`config.mk`:
```
export PLATFORM = sky130hd
export DESIGN_NAME = vend_fsm_ctrl
export DESIGN_NICKNAME = d
export VERILOG_FILES = /design/src/rtl/vend_fsm_ctrl.sv
export SDC_FILE = /design/constraint.sdc
export NUM_CORES = 1
export LEC_CHECK = 0
export BUFFER_PORTS_ARGS = -buffer_cell sky130_fd_sc_hd__buf_2
export CORE_UTILIZATION = 42
export CTS_BUF_LIST = sky130_fd_sc_hd__clkbuf_4 sky130_fd_sc_hd__clkbuf_8
export DETAILED_ROUTE_END_ITERATION = 8
export PLACE_DENSITY = 0.66
export SYNTH_ARGS = -nofsm -noshare
export SYNTH_HDL_FRONTEND = slang
export SYNTH_SLANG_ARGS = --single-unit
```
`constraint.sdc`:
```
create_clock -name clk -period 1.79 [get_ports clk]
set_clock_uncertainty 0.05 [all_clocks]
set_input_delay 0.179 -clock clk [delete_from_list [all_inputs] [get_ports clk]]
set_output_delay 0.179 -clock clk [all_outputs]
set_load 0.05 [all_outputs]
```
`src/rtl/vend_fsm_ctrl.sv`:
```
// Vending transaction sequencer: state, credit accumulator, item/price latch, idle timer, change.
// Latency: all outputs registered, one cycle after the qualifying input; COMPARE/PROCESS take 1 cycle each.
// Backpressure: RETURN_CHANGE holds until change_ack; coins outside RECEIVE_MONEY are bounced via coin_rej.
module vend_fsm_ctrl #(
  parameter logic [4:0] PRICE0      = 5'd5,
  parameter logic [4:0] PRICE1      = 5'd8,
  parameter logic [4:0] PRICE2      = 5'd10,
  parameter logic [4:0] PRICE3      = 5'd15,
  parameter logic [7:0] TIMEOUT_CYC = 8'd255
) (
  input  logic       clk,
  input  logic       rst_n,
  input  logic       start,
  input  logic       sel_valid,
  input  logic [1:0] sel_item,
  input  logic       coin_valid,
  input  logic [3:0] coin_val,
  input  logic       cancel,
  input  logic       change_ack,
  output logic [2:0] state,
  output logic [1:0] item,
  output logic [4:0] pop,
  output logic [4:0] money,
  output logic [4:0] change,
  output logic       dispense,
  output logic       refund,
  output logic       coin_rej
);

  typedef enum logic [2:0] {
    S_IDLE    = 3'd0,
    S_SELECT  = 3'd1,
    S_RECV    = 3'd2,
    S_COMPARE = 3'd3,
    S_PROCESS = 3'd4,
    S_RETURN  = 3'd5
  } state_t;

  state_t     state_q, state_d;
  logic [1:0] item_q, item_d;
  logic [4:0] pop_q, pop_d;
  logic [4:0] money_q, money_d;
  logic [4:0] change_q, change_d;
  logic       dispense_q, dispense_d;
  logic       refund_q, refund_d;
  logic       coin_rej_q, coin_rej_d;
  logic [7:0] timer_q, timer_d;

  logic [4:0] price_sel;
  logic [5:0] sum;
  logic [4:0] money_sat;
  logic       timeout_hit;

  always_comb begin
    price_sel = PRICE0;
    case (sel_item)
      2'd0:    price_sel = PRICE0;
      2'd1:    price_sel = PRICE1;
      2'd2:    price_sel = PRICE2;
      default: price_sel = PRICE3;
    endcase
  end

  assign sum         = {1'b0, money_q} + {2'b00, coin_val};
  assign money_sat   = (sum > 6'd31) ? 5'd31 : sum[4:0];
  // Abort on the TIMEOUT_CYC-th consecutive quiet cycle.
  assign timeout_hit = (timer_q == (TIMEOUT_CYC - 8'd1));

  always_comb begin
    state_d    = state_q;
    item_d     = item_q;
    pop_d      = pop_q;
    money_d    = money_q;
    change_d   = change_q;
    refund_d   = refund_q;
    timer_d    = timer_q;
    dispense_d = 1'b0;
    coin_rej_d = coin_valid && (state_q != S_RECV);

    case (state_q)
      S_IDLE: begin
        if (start) begin
          state_d = S_SELECT;
          timer_d = 8'd0;
        end
      end
      S_SELECT: begin
        if (cancel) begin
          state_d = S_IDLE;
          timer_d = 8'd0;
        end else if (sel_valid) begin
          item_d  = sel_item;
          pop_d   = price_sel;
          state_d = S_RECV;
          timer_d = 8'd0;
        end else if (timeout_hit) begin
          state_d = S_IDLE;
          timer_d = 8'd0;
        end else begin
          timer_d = timer_q + 8'd1;
        end
      end
      S_RECV: begin
        if (cancel) begin
          // A coin landing with the cancel is still returned as part of the refund.
          money_d  = coin_valid ? money_sat : money_q;
          change_d = coin_valid ? money_sat : money_q;
          refund_d = 1'b1;
          state_d  = S_RETURN;
          timer_d  = 8'd0;
        end else if (coin_valid) begin
          money_d = money_sat;
          timer_d = 8'd0;
          state_d = S_COMPARE;
        end else if (timeout_hit) begin
          change_d = money_q;
          refund_d = 1'b1;
          state_d  = S_RETURN;
          timer_d  = 8'd0;
        end else begin
          timer_d = timer_q + 8'd1;
        end
      end
      S_COMPARE: begin
        if (money_q >= pop_q) begin
          state_d    = S_PROCESS;
          dispense_d = 1'b1;
        end else begin
          state_d = S_RECV;
        end
      end
      S_PROCESS: begin
        change_d = money_q - pop_q;
        state_d  = S_RETURN;
      end
      S_RETURN: begin
        if (change_ack) begin
          money_d  = 5'd0;
          pop_d    = 5'd0;
          item_d   = 2'd0;
          change_d = 5'd0;
          refund_d = 1'b0;
          state_d  = S_IDLE;
        end
      end
      default: begin
        state_d  = S_IDLE;
        item_d   = 2'd0;
        pop_d    = 5'd0;
        money_d  = 5'd0;
        change_d = 5'd0;
        refund_d = 1'b0;
        timer_d  = 8'd0;
      end
    endcase
  end

  always_ff @(posedge clk or negedge rst_n) begin
    if (!rst_n) begin
      state_q    <= S_IDLE;
      item_q     <= 2'd0;
      pop_q      <= 5'd0;
      money_q    <= 5'd0;
      change_q   <= 5'd0;
      dispense_q <= 1'b0;
      refund_q   <= 1'b0;
      coin_rej_q <= 1'b0;
      timer_q    <= 8'd0;
    end else begin
      state_q    <= state_d;
      item_q     <= item_d;
      pop_q      <= pop_d;
      money_q    <= money_d;
      change_q   <= change_d;
      dispense_q <= dispense_d;
      refund_q   <= refund_d;
      coin_rej_q <= coin_rej_d;
      timer_q    <= timer_d;
    end
  end

  assign state    = state_q;
  assign item     = item_q;
  assign pop      = pop_q;
  assign money    = money_q;
  assign change   = change_q;
  assign dispense = dispense_q;
  assign refund   = refund_q;
  assign coin_rej = coin_rej_q;

endmodule

```
==> summary.txt, run 1 <==
Run status
  • Status: completed

Route
  • Vias: 1,889
  • DRC: 0
  • DR WL/cell: 15.10 µm
  • Starting DRT DRC Count: 69
  • DRT Pass-1 Iters: 4
  • Vias/cell: 5.460
  • Total Routed Length: 5224 µm
  • Detail Route Antenna Nets: 0

Clocking
  • Clock latency on the worst-skew pair: 280 ps
  • CTS tree: built
  • CTS sink count: 29
  • CTS Buffer Depth: 2
  • Clock root buffer master: clkbuf_8
  • H-tree Lvls: 2
  • CTS clk-pin slew, worst paths: 60 ps
  • CTS Buf Count: 5

Global route
  • Maximum number of pins on one net before global-route repair: 30
  • Initial antenna violation count: 0
  • First-pass GRT wire length: 8625 µm
  • Total track usage: 22.72%
  • Overflow after GRT: 0
  • Vias in the first global route: 1,799

Critical path
  • R2r worst-path depth: 7
  • CP arrival: 1890 ps
  • Crit. Startpoint: money[0]
  • Crit path buf inv count: 0
  • Worst Path Class, Setup: reg -> reg
  • Reg-to-reg startpoint: money[0]
  • Reg-to-reg critical path endpoint: change[4]
  • Crit. End Element: flop
  • Critical Path Sink: change[4]
  • CP max-delay cell: dfrtp_2
  • Critical Path Most Common Cell: a21oi_2
  • Critical path, cell by cell: ha_4 -> fa_2 -> a21oi_2 -> o21bai_1 -> a21oi_2 -> o32a_1 -> o21ai_1
  • Crit path depth: 7
  • Family with the most delay on the worst path: compound AO/OA/AOI/OAI gates
  • Delay of the slowest critical-path stage: 440 ps
  • CP startpoint kind: flop
  • Max FO, Critical Path: 3
  • FF-to-FF setup slack: 20 ps
  • Required time worst endpoint: 1910 ps

Place
  • GP Congestion: 0.7926
  • HPWL Detailed: 3759 µm
  • # port buffers: 34
  • DP Area: 2452 µm²
  • Place WS: -5.663 ps

STA
  • Setup WS post-layout: 19.00 ps
  • Setup violations, final: 0
  • Max-slew violations: 0
  • Max Freq: 564.7 MHz
  • Crit share post-route: 98.94%
  • Worst-Margin Slew: 659.8 ps
  • Endpoints failing hold: 0
  • Post-route minimum period: 1771 ps
  • Slew headroom: 56.01%
  • RSZ-0062 raised after global routing: yes

Power and ir drop
  • PnR Total Power: 5.044 mW
  • Maximum vdd ir drop: 1031 µV
  • PwrDens: 1896 nW/µm²
  • Leak pwr: 1.258 nW

Synth
  • Asr flop ratio synth: 100.0%
  • Top cell type's share of synthesized area: 36.94%
  • Netlist Area Pre-Place: 1964 µm²
  • Post-synth EDFFs: 0
  • Avg Cell Area, Syn: 8.692 µm²
  • Synth Warn #: 0
  • Syn nets: 254
  • Mapped Cells: 226
  • Top post-synthesis cells by area: dfrtp_1 37%, ha_1 8.3%, o21ai_0 5.6%
  • Sequential area share after synthesis: 36.94%
  • Ys flop type: dfrtp_1
  • #FFs+latches synth: 29
  • Synth area leader: dfrtp_1
  • Synth cell types: 48

Min path
  • Worst Hold Class: in -> reg

Run
  • Maximum Capacitance Violations: 0

Finish
  • Ant diodes: 0
  • Commonest cells after routing, fill and taps aside: 34 x buf_2, 34 x buf_4, 25 x nand2_1, 19 x o21ai_0, 19 x dfrtp_1
  • Final Cell Area: 2660 µm²
  • Layout Nets: 321
  • Layout cells sized above 1: 39.12%
  • Layout Utilization: 60.26%
  • Area Overhead vs Synth: 35.41%

Floorplanning
  • Overall die width: 70.39 µm
  • Full die area: 4955 µm²
  • Num rows: 24
  • Num ports: 36
  • Starting Density: 44.50%
  • Die Span Y: 70.39 µm
  • Core area: 4414 µm²
## per-stage QoR
step                      hold WS [ps]  TNS (ps)  cells
after floorplan                 -166.6    -263.1    226
after global placement           203.3         0    332
after detailed placement         210.2    -5.663    332
after CTS                        172.8         0    343
after global routing             183.7    -149.3    346
final                            174.6         0    346
## report_power, final
part | switching [mW] | total (mW) | internal (mW)
Combinational | 2.01 | 3.35 | 1.34
Clock | 0.240 | 0.561 | 0.321
Sequential | 0.246 | 1.14 | 0.892
## logic make-up after synthesis
kind of cell    after synthesis  synth area share, %
buf+inv                      25                5.605
flops                        29                36.94
mux                           1               0.5096
simple gates                 74                19.30
fa+ha+maj                    15                10.32
other cells                   1               0.1909
compound gates               75                24.46
xor+xnor                      6                2.675
## synthesized netlist by cell type (all sizes together), types with 5 or more instances
cell type / number
dfrtp: 29
nand2: 25
o21ai: 25
nor2: 18
a21oi: 17
inv: 16
ha: 13
nand2b: 7
clkbuf: 5
nand3: 5
nor3: 5
## state kept, by name (all words and copies together), names as in the netlist
signal,count
change,5
coin_rej,1
dispense,1
item,2
money,5
pop,3
refund,1
state,3
timer_q,8
## layout make-up
cell class | instances | area (µm²)
well taps | 52 | 65.06
multi-input cells | 172 | 1270
flip-flops and latches | 29 | 738.2
clock buffers | 8 | 91.34
repair buffers | 69 | 435.4
fillers | 413 | 1754
inverters | 16 | 60.06
## tightest hold or removal path, stage by stage
cell	delay, ps
buf_2	110
inv_1	70
o21ai_0	90
## layer usage
layer / vias up / part of all wire (%) / GRT usage [%]
met1: 913 / 48 / 29.89
met3: 5 / 2.7 / 4.618
li1: 941 / - / -
met4: 0 / 1.3 / 9.111
met5: - / 0 / 0
met2: 30 / 48 / 36.40
## worst min-delay path by stage
stage           startpoint         to  slack (ps)  depth (start not counted)
2_1_floorplan        rst_n  change[0]        -170                          0
3_3_place_gp         rst_n     refund         200                          1
3_5_place_dp         rst_n    item[1]         210                          1
4_1_cts        sel_item[1]    item[1]         170                          3
5_1_grt        sel_item[1]    item[1]         180                          3
6_report       sel_item[1]    item[1]         170                          3
## timing repair
item / 4_1_cts / 5_1_grt
hold endpoints to repair: 29 / 0
pin swaps: 0 / 6
hold buffers: 1 / 0
endpoints found under the setup margin: 2 / 14
resized for setup: 0 / 15
setup buffers: 2 / 3
Note: power is estimated with default switching activity, not from simulation.
==> inputs of run 2 (changes only) <==
--- a/config.mk
+++ b/config.mk
@@ -5,7 +5,7 @@
 export SDC_FILE = /design/constraint.sdc
 export NUM_CORES = 1
 export LEC_CHECK = 0
-export BUFFER_PORTS_ARGS = -buffer_cell sky130_fd_sc_hd__buf_2
+export BUFFER_PORTS_ARGS = -buffer_cell sky130_fd_sc_hd__buf_4
 export CORE_UTILIZATION = 42
 export CTS_BUF_LIST = sky130_fd_sc_hd__clkbuf_4 sky130_fd_sc_hd__clkbuf_8
 export DETAILED_ROUTE_END_ITERATION = 8
==> run 2 against run 1 <==
Sequential share of layout area shrank 0.82 points. Cell count up 0.29%. Power increased by 3.4%. Utilization rose by 1.7 points. Worst setup slack got worse by 18 ps. Fmax is 1.0% lower. Critical path depth unchanged. Largest cell class unchanged.
==> summary.txt, run 2 (synthesized netlist as in run 1, its figures left out) <==
Place
  • # port buffers: 34
  • Place WS: -40.46 ps
  • Placed cell count: 333
  • DP Area: 2545 µm²
  • HPWL Detailed: 3796 µm
  • GP Congestion: 0.7888

Clocking
  • H-tree Lvls: 2
  • CTS Buf Count: 5
  • Clock latency on the worst-skew pair: 280 ps
  • CTS sink count: 29
  • CTS tree: built
  • Clock root buffer master: clkbuf_8
  • CTS Buffer Depth: 2
  • CTS clk-pin slew, worst paths: 60 ps

Global route
  • Overflow after GRT: 0
  • First-pass GRT wire length: 8597 µm
  • Maximum number of pins on one net before global-route repair: 30
  • GR met2 Demand/Resource: 36.08%
  • Initial antenna violation count: 0
  • Busiest grt layer: met2
  • Total track usage: 22.18%
  • Vias in the first global route: 1,823
  • Met3 usage: 4.185%
  • Met1 Use GR: 29.51%

Route
  • DRC: 0
  • Vias: 1,898
  • Detail Route Antenna Nets: 0
  • DRT Pass-1 Iters: 4
  • Vias/cell: 5.470
  • DR WL/cell: 14.71 µm
  • Total Routed Length: 5105 µm
  • Starting DRT DRC Count: 73

Power and ir drop
  • Psw: 2.514 mW
  • PwrDens: 1906 nW/µm²
  • Seq pwr share: 21.5%
  • Combinational power share: 67.7%
  • Internal Pwr Total: 2.701 mW
  • Maximum vdd ir drop: 866.6 µV
  • Clk network pwr share: 10.8%
  • Leak pwr: 1.277 nW
  • Switching Share: 48.21%

Critical path
  • Required time worst endpoint: 1910 ps
  • CP startpoint kind: flop
  • CP arrival: 1910 ps
  • Max FO, Critical Path: 5
  • Crit. End Element: flop
  • Worst Path Class, Setup: reg -> reg

Finish
  • Most flops, register: timer_q
  • Final Cell Area: 2736 µm²
  • Ant diodes: 0
  • Layout cells sized above 1: 38.64%
  • Leading cell type in the layout, fill and taps excluded: buf_4
  • Final Instance Count excl. Fillers: 347
  • Commonest cells after routing, fill and taps aside: 69 x buf_4, 25 x nand2_1, 20 x dfrtp_1, 19 x o21ai_0, 17 x nor2_1
  • Area Overhead vs Synth: 39.30%
  • Max reg flops: 8
  • Layout Utilization: 61.99%
  • Layout Nets: 322
  • Fill cell count: 392

Floorplanning
  • Overall die width: 70.39 µm
  • Full die area: 4955 µm²
  • Num rows: 24
  • Die Span Y: 70.39 µm
  • Core area: 4414 µm²
  • Num ports: 36
  • Starting Density: 44.50%

STA
  • Endpoints failing hold: 0
  • Max Freq: 559.0 MHz
  • RSZ-0062 raised after global routing: yes
  • Max-slew violations: 0
  • Setup violations, final: 0
  • Setup WS post-layout: 1.197 ps
  • Post-route minimum period: 1789 ps
  • Crit share post-route: 99.93%

Run status
  • Status: completed

Min path
  • Worst Hold Class: in -> reg

Run
  • Maximum Capacitance Violations: 0
==> run 2: cell type report <==
| class | count | area, µm² | area share (%) |
|---|---|---|---|
| clock buffers | 8 | 91.34 | 3.338 |
| inverters | 16 | 60.06 | 2.195 |
| flip-flops and latches | 29 | 737.0 | 26.93 |
| well taps | 52 | 65.06 | 2.378 |
| multi-input cells | 172 | 1255 | 45.86 |
| repair buffers | 70 | 528.0 | 19.30 |
==> run 2: power groups by stage <==
stage	Clock (mW)	Sequential, mW	Combinational [mW]
CTS	0.577	1.13	3.37
floorplan	0	1.81	1.51
detailed placement	0	1.14	3.26
finish	0.564	1.12	3.53
global route	0.609	1.16	3.84
global placement	0	1.13	3.22
==> run 2: final timing paths <==
kind,from,endpoint,slack [ps],depth (start not counted)
hold reg to reg,item[0],item[0],450,2
max in group asynchronous,rst_n,state[1],1080,2
setup reg to reg,money[0],change[1],1,7
min in group asynchronous,rst_n,timer_q[7],320,2
hold / removal,sel_item[1],item[1],200,3
setup / recovery,money[0],change[1],1,7
==> run 2: timing repair <==
item | in CTS | in global routing
endpoints found under the hold margin | 29 | 0
pin swaps | 2 | 6
gates resized for setup | 4 | 8
endpoints found under the setup margin | 3 | 11
setup buffers | 2 | 3
hold buffers | 1 | 0
==> run 2: metrics by stage <==
step	setup TNS [ps]	total power [mW]	hold slack, ps
after global placement	0	4.350	81.53
after floorplan	-263.1	3.313	-166.6
after CTS	-10.87	5.076	186.1
after global routing	-292.1	5.602	223.6
final	0	5.215	196.6
after detailed placement	-84.91	4.396	78.53
==> run 2: critical path: stages, from the launching register on <==
cell and delay [ps]:
dfrtp_2 430, inv_2 70, ha_4 160, fa_2 520
inv_2 40, a22oi_2 140, o21ai_1 90, o22a_1 180
==> run 2: routing by layer <==
layer  up-vias  share of wire, %
met5         -                 0
met4         0               1.6
met3         9               4.0
met2        43                48
met1       905                47
li1        941                 -
